--- src/rtl/cb_tag_scheduler_if.sv ---
`default_nettype none
// ============================================================================
//  Module      : cb_tag_scheduler_if
//  Description : Requester/retire bundle between the issue side, the
//                completion-buffer tag scheduler and the buffer's output
//                stream. The scheduler is the slave; whoever drives req and
//                retire is the master.
//  Revision    : 1.0 - initial release
// ============================================================================
interface cb_tag_scheduler_if #(
  parameter int LOG2SIZE = 3,
  parameter int LOG2REQ  = 2
);
  localparam int N_REQ = 1 << LOG2REQ;

  // Issue side: level requests, one grant at most per cycle
  logic [N_REQ-1:0]    req;
  logic [N_REQ-1:0]    gnt;
  logic                gnt_v;
  logic [LOG2SIZE-1:0] gnt_tag;

  // Buffer output side: retire strobe and registered retire report
  logic                retire;
  logic                ret_v;
  logic [LOG2REQ-1:0]  ret_owner;
  logic [LOG2SIZE-1:0] ret_tag;

  // Occupancy and error status
  logic [LOG2SIZE:0]   outstanding;
  logic                full;
  logic                empty;
  logic                err;

  modport master (
    output req, retire,
    input  gnt, gnt_v, gnt_tag,
    input  ret_v, ret_owner, ret_tag,
    input  outstanding, full, empty, err
  );

  modport slave (
    input  req, retire,
    output gnt, gnt_v, gnt_tag,
    output ret_v, ret_owner, ret_tag,
    output outstanding, full, empty, err
  );
endinterface
`default_nettype wire

--- src/rtl/cb_tag_scheduler.sv ---
`default_nettype none
// ============================================================================
//  Module      : cb_tag_scheduler
//  Description : Shares one in-order completion buffer among N_REQ
//                requesters. Tags (buffer write addresses) are handed out in
//                strict allocation order through a round-robin arbiter; each
//                buffer output retires the oldest tag and reports which
//                requester owned it.
//  Revision    : 1.0 - initial release
// ============================================================================
module cb_tag_scheduler #(
  parameter int LOG2SIZE = 3,
  parameter int SIZE     = 1 << LOG2SIZE,
  parameter int LOG2REQ  = 2,
  parameter int N_REQ    = 1 << LOG2REQ
) (
  input  wire logic         clk,
  input  wire logic         rst,
  cb_tag_scheduler_if.slave bus
);

  // --------------------------------------------------------------------------
  // State
  // --------------------------------------------------------------------------
  // Pointers carry one extra wrap bit so full and empty are distinguishable
  // when the low (tag) bits coincide.
  logic [LOG2SIZE:0]   r_alloc_ptr;
  logic [LOG2SIZE:0]   r_ret_ptr;
  logic [LOG2REQ-1:0]  r_rr_ptr;

  // Requester index that was granted each tag; written at grant, read at retire
  logic [LOG2REQ-1:0]  r_owner [SIZE];

  logic                r_ret_v;
  logic [LOG2SIZE-1:0] r_ret_tag;
  logic [LOG2REQ-1:0]  r_ret_owner;
  logic                r_err;

  // --------------------------------------------------------------------------
  // Combinational signals
  // --------------------------------------------------------------------------
  logic [LOG2SIZE:0]   w_outstanding;
  logic                w_full;
  logic                w_empty;
  logic [N_REQ-1:0]    w_gnt;
  logic                w_gnt_v;
  logic [LOG2REQ-1:0]  w_gnt_idx;
  logic [LOG2REQ-1:0]  w_cand;
  logic                w_found;
  logic                w_ret_fire;
  logic                w_ret_bad;
  logic [LOG2SIZE-1:0] w_alloc_tag;
  logic [LOG2SIZE-1:0] w_ret_slot;

  assign w_alloc_tag   = r_alloc_ptr[LOG2SIZE-1:0];
  assign w_ret_slot    = r_ret_ptr[LOG2SIZE-1:0];

  // Modular subtraction gives 0..SIZE thanks to the wrap bit
  assign w_outstanding = r_alloc_ptr - r_ret_ptr;
  assign w_empty       = (r_alloc_ptr == r_ret_ptr);
  assign w_full        = (r_alloc_ptr[LOG2SIZE] != r_ret_ptr[LOG2SIZE]) &&
                         (r_alloc_ptr[LOG2SIZE-1:0] == r_ret_ptr[LOG2SIZE-1:0]);

  // A retire is only meaningful when something is outstanding; one seen while
  // empty is dropped and flagged instead.
  assign w_ret_fire    = bus.retire && !w_empty;
  assign w_ret_bad     = bus.retire &&  w_empty;

  // Round-robin pick: first requester at or above rr_ptr, wrapping; blocked
  // when the buffer is full (pre-edge state) or while in reset
  always_comb begin
    w_gnt     = '0;
    w_gnt_idx = '0;
    w_found   = 1'b0;
    w_cand    = '0;
    if (!rst && !w_full) begin
      for (int i = 0; i < N_REQ; i++) begin
        w_cand = r_rr_ptr + LOG2REQ'(i);
        if (!w_found && bus.req[w_cand]) begin
          w_found   = 1'b1;
          w_gnt_idx = w_cand;
        end
      end
      if (w_found) begin
        w_gnt[w_gnt_idx] = 1'b1;
      end
    end
  end

  assign w_gnt_v = w_found;

  // --------------------------------------------------------------------------
  // Sequential logic
  // --------------------------------------------------------------------------
  // Allocation pointer and round-robin pointer advance on every grant
  always_ff @(posedge clk) begin
    if (rst) begin
      r_alloc_ptr <= '0;
      r_rr_ptr    <= '0;
    end else if (w_gnt_v) begin
      r_alloc_ptr <= r_alloc_ptr + 1'b1;
      r_rr_ptr    <= w_gnt_idx + 1'b1;
    end
  end

  // Owner table is not reset; a slot is always written before it can retire
  always_ff @(posedge clk) begin
    if (w_gnt_v) begin
      r_owner[w_alloc_tag] <= w_gnt_idx;
    end
  end

  // Retire pointer and the one-cycle-delayed retire report
  always_ff @(posedge clk) begin
    if (rst) begin
      r_ret_ptr   <= '0;
      r_ret_v     <= 1'b0;
      r_ret_tag   <= '0;
      r_ret_owner <= '0;
    end else if (w_ret_fire) begin
      r_ret_ptr   <= r_ret_ptr + 1'b1;
      r_ret_v     <= 1'b1;
      r_ret_tag   <= w_ret_slot;
      r_ret_owner <= r_owner[w_ret_slot];
    end else begin
      r_ret_v     <= 1'b0;
    end
  end

  // Sticky underflow flag, cleared only by reset
  always_ff @(posedge clk) begin
    if (rst) begin
      r_err <= 1'b0;
    end else if (w_ret_bad) begin
      r_err <= 1'b1;
    end
  end

  // --------------------------------------------------------------------------
  // Outputs
  // --------------------------------------------------------------------------
  assign bus.gnt         = w_gnt;
  assign bus.gnt_v       = w_gnt_v;
  assign bus.gnt_tag     = w_alloc_tag;
  assign bus.ret_v       = r_ret_v;
  assign bus.ret_tag     = r_ret_tag;
  assign bus.ret_owner   = r_ret_owner;
  assign bus.outstanding = w_outstanding;
  assign bus.full        = w_full;
  assign bus.empty       = w_empty;
  assign bus.err         = r_err;

endmodule
`default_nettype wire
--- src/flat_wrapper.sv ---
// flat-port wrapper written by rule: the top's interface ports become plain ports
module cb_tag_scheduler_flat 
#(
  parameter int LOG2SIZE = 3,
  parameter int SIZE     = 1 << LOG2SIZE,
  parameter int LOG2REQ  = 2,
  parameter int N_REQ    = 1 << LOG2REQ
)
  (clk, rst, bus_req, bus_retire, bus_gnt, bus_gnt_v, bus_gnt_tag, bus_ret_v, bus_ret_owner, bus_ret_tag, bus_outstanding, bus_full, bus_empty, bus_err);
  cb_tag_scheduler_if #(.LOG2SIZE(LOG2SIZE), .LOG2REQ(LOG2REQ)) bus_i ();
  input  wire logic clk;
  input  wire logic rst;
  input wire logic [$bits(bus_i.req)-1:0] bus_req;
  input wire logic [$bits(bus_i.retire)-1:0] bus_retire;
  output wire logic [$bits(bus_i.gnt)-1:0] bus_gnt;
  output wire logic [$bits(bus_i.gnt_v)-1:0] bus_gnt_v;
  output wire logic [$bits(bus_i.gnt_tag)-1:0] bus_gnt_tag;
  output wire logic [$bits(bus_i.ret_v)-1:0] bus_ret_v;
  output wire logic [$bits(bus_i.ret_owner)-1:0] bus_ret_owner;
  output wire logic [$bits(bus_i.ret_tag)-1:0] bus_ret_tag;
  output wire logic [$bits(bus_i.outstanding)-1:0] bus_outstanding;
  output wire logic [$bits(bus_i.full)-1:0] bus_full;
  output wire logic [$bits(bus_i.empty)-1:0] bus_empty;
  output wire logic [$bits(bus_i.err)-1:0] bus_err;
  assign bus_i.req = bus_req;
  assign bus_i.retire = bus_retire;
  assign bus_gnt = bus_i.gnt;
  assign bus_gnt_v = bus_i.gnt_v;
  assign bus_gnt_tag = bus_i.gnt_tag;
  assign bus_ret_v = bus_i.ret_v;
  assign bus_ret_owner = bus_i.ret_owner;
  assign bus_ret_tag = bus_i.ret_tag;
  assign bus_outstanding = bus_i.outstanding;
  assign bus_full = bus_i.full;
  assign bus_empty = bus_i.empty;
  assign bus_err = bus_i.err;
  cb_tag_scheduler #(.LOG2SIZE(LOG2SIZE), .SIZE(SIZE), .LOG2REQ(LOG2REQ), .N_REQ(N_REQ)) u_core (.clk(clk), .rst(rst), .bus(bus_i));
endmodule
--- config.mk ---
export PLATFORM = sky130hd
export DESIGN_NAME = cb_tag_scheduler_flat
export DESIGN_NICKNAME = d
export VERILOG_FILES = /design/src/rtl/cb_tag_scheduler_if.sv /design/src/rtl/cb_tag_scheduler.sv /design/src/flat_wrapper.sv
export SDC_FILE = /design/constraint.sdc
export NUM_CORES = 1
export LEC_CHECK = 0
export ABC_AREA = 1
export BUFFER_PORTS_ARGS = -buffer_cell sky130_fd_sc_hd__buf_2
export CORE_MARGIN = 3
export CORE_UTILIZATION = 40
export DETAILED_ROUTE_END_ITERATION = 7
export PLACE_DENSITY = 0.68
export RECOVER_POWER = 100
export SYNTH_ARGS = -nofsm -noshare
export SYNTH_HDL_FRONTEND = slang
export SYNTH_SLANG_ARGS = --single-unit
--- constraint.sdc ---
create_clock -name clk -period 5.5 [get_ports clk]
set_input_delay 0.55 -clock clk [delete_from_list [all_inputs] [get_ports clk]]
set_output_delay 0.55 -clock clk [all_outputs]
set_load 0.05 [all_outputs]
; Yosys cells after proc, flatten, opt, wreduce, memory -nomap -nowiden
; Memory sizes are Yosys's and may differ from the RTL's. A register that Yosys moved wholly into a read port is not among the register bits.
; Cells that the tools add are included.
[totals]
ff_bits = 15
mem_bits_rw = 16
inputBits = 7
out_inout_bits = 21
elab_cells = 67
n_memories = 1
[mem_list]
columns = name, depth, word_bits, rd, rd_clocked_by_memory_dff, wr, line_no
row1 = u_core.r_owner, 8, 2, 1, 1, 1, cb_tag_scheduler.sv:32  ; logic [LOG2REQ-1:0] r_owner [SIZE];
[classes]
n_addsub = 7
order_cmp = 6
n_eq_ne = 3
n_mux = 30
n_reduce_logical = 14
[op_table]
columns = cell, count
row1 = $mux W1, 17
row2 = $lt A2 B3 Y1 const B, 5
row3 = $mux W2, 6
row4 = $add A4 B1 Y4 const B, 2
row5 = $bmux W1 S2, 4
row6 = $logic_and A1 B1 Y1, 8
row7 = $mux W4, 2
row8 = $logic_not A1 Y1, 6
row9 = $add A2 B1 Y2 const B, 2
row10 = $add A2 B2 Y2 const B, 2
row11 = $eq A4 B4 Y1, 1
row12 = $sub A4 B4 Y4, 1
row13 = $eq A3 B3 Y1, 1
row14 = $demux W1 S2, 1
row15 = $ge A2 B1 Y1 const B, 1
row16 = $ne A1 B1 Y1, 1

; Logic depth before layout (Yosys ltp)
[logic_depth]
depth_word = 23
ltp_mapped = 14
ltp_nobuf = 14

; Worst setup path after synthesis
; Ideal clock, no wire load.
[synth_timing]
path_type = reg2out
startpoint = register u_core.r_alloc_ptr[0]
endpoint = output bus_gnt[0]
arrival_time_ns = 2.732
t_required_ns = 4.950
setup_slack_ns = 2.218
path_stages_with_launch = 9
path_buffers = 0
path_cell_list = dfxtp_1 -> inv_1 -> ha_1 -> nand3_1 -> nor2_4 -> nor2_2 -> nand3_2 -> inv_1 -> nor3_1
[synth_via]
elab_chain_cells = 5
[synth_rtl]
columns = item, line_no
row1 = "start, declared", cb_tag_scheduler.sv:27  ; logic [LOG2SIZE:0] r_alloc_ptr;
row2 = "start signal, assigned", cb_tag_scheduler.sv:101  ; r_alloc_ptr <= r_alloc_ptr + 1'b1;
row3 = $eq A3 B3 Y1, cb_tag_scheduler.sv:62  ; (r_alloc_ptr[LOG2SIZE-1:0] == r_ret_ptr[LOG2SIZE-1:0]);
row4 = $logic_and A1 B1 Y1, cb_tag_scheduler.sv:61  ; assign w_full = (r_alloc_ptr[LOG2SIZE] != r_ret_ptr[LOG2SIZE]) &&
row5 = via bus_full, flat_wrapper.sv:22  ; output wire logic [$bits(bus_i.full)-1:0] bus_full;
row6 = $logic_not A1 Y1, cb_tag_scheduler.sv:76  ; if (!rst && !w_full) begin
row7 = $logic_and A1 B1 Y1, cb_tag_scheduler.sv:76
row8 = $mux W4, cb_tag_scheduler.sv:76
row9 = "end, declared", flat_wrapper.sv:15  ; output wire logic [$bits(bus_i.gnt)-1:0] bus_gnt;
; The timed path passes the listed nets, and every way through them passes these cells.

; Worst setup path after layout
[layout_timing]
startpoint = register u_core.r_rr_ptr[0]
endpoint = output bus_gnt[0]
[layout_via]
elab_chain_cells = 22
elab_cells_between_ends = 37
cone_classes = add/sub (3) / order compare (2) / mux (25) / reduce/logical (7)
[layout_rtl]
columns = item, line_no
row1 = "start, declared", cb_tag_scheduler.sv:29  ; logic [LOG2REQ-1:0] r_rr_ptr;
row2 = "start signal, assigned", cb_tag_scheduler.sv:102  ; r_rr_ptr <= w_gnt_idx + 1'b1;
row3 = $bmux W1 S2, cb_tag_scheduler.sv:79  ; if (!w_found && bus.req[w_cand]) begin
row4 = $mux W1 (not written as such), cb_tag_scheduler.sv:79
row5 = $mux W1, cb_tag_scheduler.sv:79
row6 = $mux W1, cb_tag_scheduler.sv:76
row7 = $logic_not A1 Y1, cb_tag_scheduler.sv:79
row8 = $logic_and A1 B1 Y1, cb_tag_scheduler.sv:79
row9 = $mux W1, cb_tag_scheduler.sv:79
row10 = $mux W1, cb_tag_scheduler.sv:76
row11 = (+6 left out), --
row12 = $mux W2, cb_tag_scheduler.sv:79
row13 = $mux W2, cb_tag_scheduler.sv:76
row14 = $lt A2 B3 Y1 (not written as such) or $ge A2 B1 Y1 (tied branches), cb_tag_scheduler.sv:85  ; w_gnt[w_gnt_idx] = 1'b1;
row15 = $logic_and A1 B1 Y1 (not written as such), cb_tag_scheduler.sv:85
row16 = $mux W1 (not written as such), cb_tag_scheduler.sv:85
row17 = $demux W1 S2, --
row18 = $mux W4 *, cb_tag_scheduler.sv:84  ; if (w_found) begin
row19 = $mux W4 *, cb_tag_scheduler.sv:76
; Mark *: on every way between the ends. The rest lies on a longest branch, timed or not. The select of a mux whose other input is x is not followed.

==> summary.txt <==
Area leader, netlist = edfxtp_1
Slew Limit Fails = 0
Vias in the first global route = 1308
CP Buf/Inv Count = 3
Post-synthesis mux area share = 0%
Top-area cell type share of the netlist area = 26.2%
Post-route ant nets = 0
Clock transition at path regs = 0.07 ns
Core Area = 4200 um^2
CTS tree = built
Lkg Pwr = 0.000854 uW
Hold Buf Count CTS = 0
Mapped Area = 1830 um^2
Ys Warns = 0
# rows = 23
Worst r2r src = u_core.r_ret_ptr[1]
Rel. slew slack = 42.5%
Int Power = 583 uW
Worst skew pair latency = 0.28 ns
Synth Area in Adders = 4.51%
Layout cells sized above 1 = 12.6%
CP delay by family, top = simple AND/OR/NAND/NOR gates
Dpl hpwl = 2850 um
DR vias = 1515
Hold path startpoint = u_core.bus.err
Top cells by area, synth = edfxtp_1 26%, dfxtp_1 19%, nand2_1 9.2%
Synth Instances = 225
Worst setup EP type = output pin
PD cells = 638 nW/um^2
Peak VDD IR = 436 uV
#FFs+latches synth = 33
Die Y = 73.7 um
Clk pwr share = 13.3%
Kind of critical path = register to output pin
Crit path from = u_core.r_rr_ptr[0]
Reg power frac = 29.5%
Die area = 5430 um^2
CP Launch Type = register
Placed Area = 1990 um^2
Die W = 73.7 um
Final Wtd Congestion = 0.847
Peak Freq = 306 MHz
Largest net degree at the start of global routing = 14
Sequential-to-total area share from yosys stat = 44.8%
Global-route wire length before repair = 6110 um
Drt total wl = 3690 um
Largest family of logic cells by synthesized area = simple AND/OR/NAND/NOR gates
Crit-path slowest cell = dfxtp_1
Area delta synth->final = 8.94%
Setup_tns = 0 ns
Syn avg cell area = 8.15 um^2
DRC Markers = 0
Crit path top cell by count = nand2_1
Compound-Gate Fraction of Synth Area = 11.7%
Netlist cell types = 32
Tightest Pin Transition = 0.853 ns
Unrepaired setup endpoints after global routing = false
Simple-gate portion of the synthesized area = 29.1%
Synth Area in XOR/XNOR = 1.43%
Net Switching = 691 uW
MaxCap Viol Count = 0
Hold slack = 0.447 ns
Top sig layer = met4
Initial core utilization = 43.6%
Met2 wire length = 1640 um
Worst EP required = 4.95 ns
TritonCTS buffer count = 5
Bufs on Longest Clock Path = 2
Clock skew = 0.00760 ns
Port Buffer Count = 27
Comb power frac = 57.2%
Final nets = 266
Vias per cell = 4.98
Setup violations, final = 0
Setup Buffers After CTS = 0
Worst hold path type = register to register
# resized after CTS = 0
H-tree depth = 2
1st-pass router iterations = 4
Routed length on met3 = 270 um
Crit-path cells = inv_1, nand2_1, nand3_1, nand2_1, nor2_1, nor2_1, nand2_1, nand3_1, inv_1, nor3_1, clkbuf_1
N_diodes = 0
Total grt overflow = 0
Overall global routing resource usage = 14.7%
CP Data Arrival Time = 2.72 ns
Clock sinks = 33
Worst-path maximum fanout = 11
Post-Syn Nets = 238
Wl on met1 = 1760 um
Tmin final = 3.27 ns
Flop2flop setup slack = 2.82 ns
Outcome = finished, final reports clean
DRT iter0 DRCs = 114
Initial antenna violation count = 0
I/O pin cnt = 28
Wire per inst = 12.1 um
Final hold violation count = 0
CTS Root Cell = clkbuf_8
Biggest cell delay along the critical path = 0.56 ns
Switching share of power = 54.2%
Post-route cell area = 2000 um^2
Final Cycle Share = 59.4%
[Yosys cell counts]
library cell  number
and2_1             1
nand2_4            2
nor2_1            29
inv_2              5
nand3_1           10
inv_1             23
fa_1               1
ha_1               5
buf_6              1
clkbuf_1           2
nor3_1             2
o22ai_1            2
inv_6              1
nand2_2           10
nand3_2            2
o221ai_1           2
o21ai_0           17
edfxtp_1          16
a211oi_1           1
o21bai_1           1
a21oi_1           12
dfxtp_1           17
o211ai_1           2
buf_4              3
o21ai_2            1
xnor2_1            2
nor2_2             3
nor2_4             3
nand4_1            2
nand2_8            1
xor2_1             1
nand2_1           45
[routing by layer]
metal	up-vias	GRT usage [%]
met5	-	0
met3	2	3.97
met4	0	4.23
met2	44	21.9
met1	683	20.7
li1	786	-
[cell usage in the layout (no fill, tap or decap), types with 5 or more instances in the layout]
cell,synthesis,routed
nand2_1,45,48
o21ai_0,17,18
ha_1,5,5
nand2_2,10,9
edfxtp_1,16,16
nor2_1,29,31
a21oi_1,12,12
nand3_1,10,11
buf_2,0,6
clkbuf_8,0,5
clkbuf_1,2,22
inv_1,23,25
dfxtp_1,17,17
[kinds of logic (layout without fill, tap and decap cells)]
family                     after synthesis  in the layout
and+or+nand+nor                        110            110
DFF                                     33             33
adders and majority gates                6              6
xor gates and xnor gates                 3              3
AOI/OAI and AO/OA                       38             38
buffers and inverters                   35             64
[path summary, 6_finish.rpt]
| path | to | cells after the start |
|---|---|---|
| hold / removal | u_core.bus.err | 2 |
| hold reg to reg | u_core.bus.err | 2 |
| setup reg to reg | u_core.r_ret_ptr[3] | 8 |
| setup / recovery | bus_gnt[0] | 11 |
[per-stage QoR]
step	power [uW]	utilization, %	cells	setup WS (ns)
floorplan	1010	-	225	2.22
global placement	1150	47.3	296	2.93
detailed placement	1150	47.3	296	2.87
CTS	1320	49.3	304	2.54
global route	1380	47.5	304	1.91
finish	1270	47.5	304	2.23
[layout make-up]
class                      count  area (um^2)
tap                           50         62.6
timing repair buffer          27          109
fill                         430         2200
inverter                      29          110
sequential                    33          821
clock inverter                 2         10.0
multi-input combinational    157          812
clock buffer                   6         72.6
[power groups by stage]
| stage | Sequential [uW] | Clock (uW) | Combinational [uW] |
|---|---|---|---|
| after floorplan | 415 | 0 | 595 |
| after global placement | 382 | 0 | 768 |
| after detailed placement | 383 | 0 | 767 |
| after CTS | 378 | 176 | 770 |
| after global routing | 385 | 187 | 808 |
| final | 376 | 169 | 729 |
[tightest hold or removal path, cell delays in order, from the launching register on]
cell and delay [ns]:
dfxtp_1 0.31, inv_1 0.04, a21oi_1 0.05
[flip-flops by register name, summed over array words and instances (netlist names)]
signal,flops
u_core.bus.err,1
u_core.bus.ret_owner,2
u_core.bus.ret_tag,3
u_core.bus.ret_v,1
u_core.r_alloc_ptr,4
u_core.r_owner,16
u_core.r_ret_ptr,4
u_core.r_rr_ptr,2
Power figures use the tool's default switching activity.
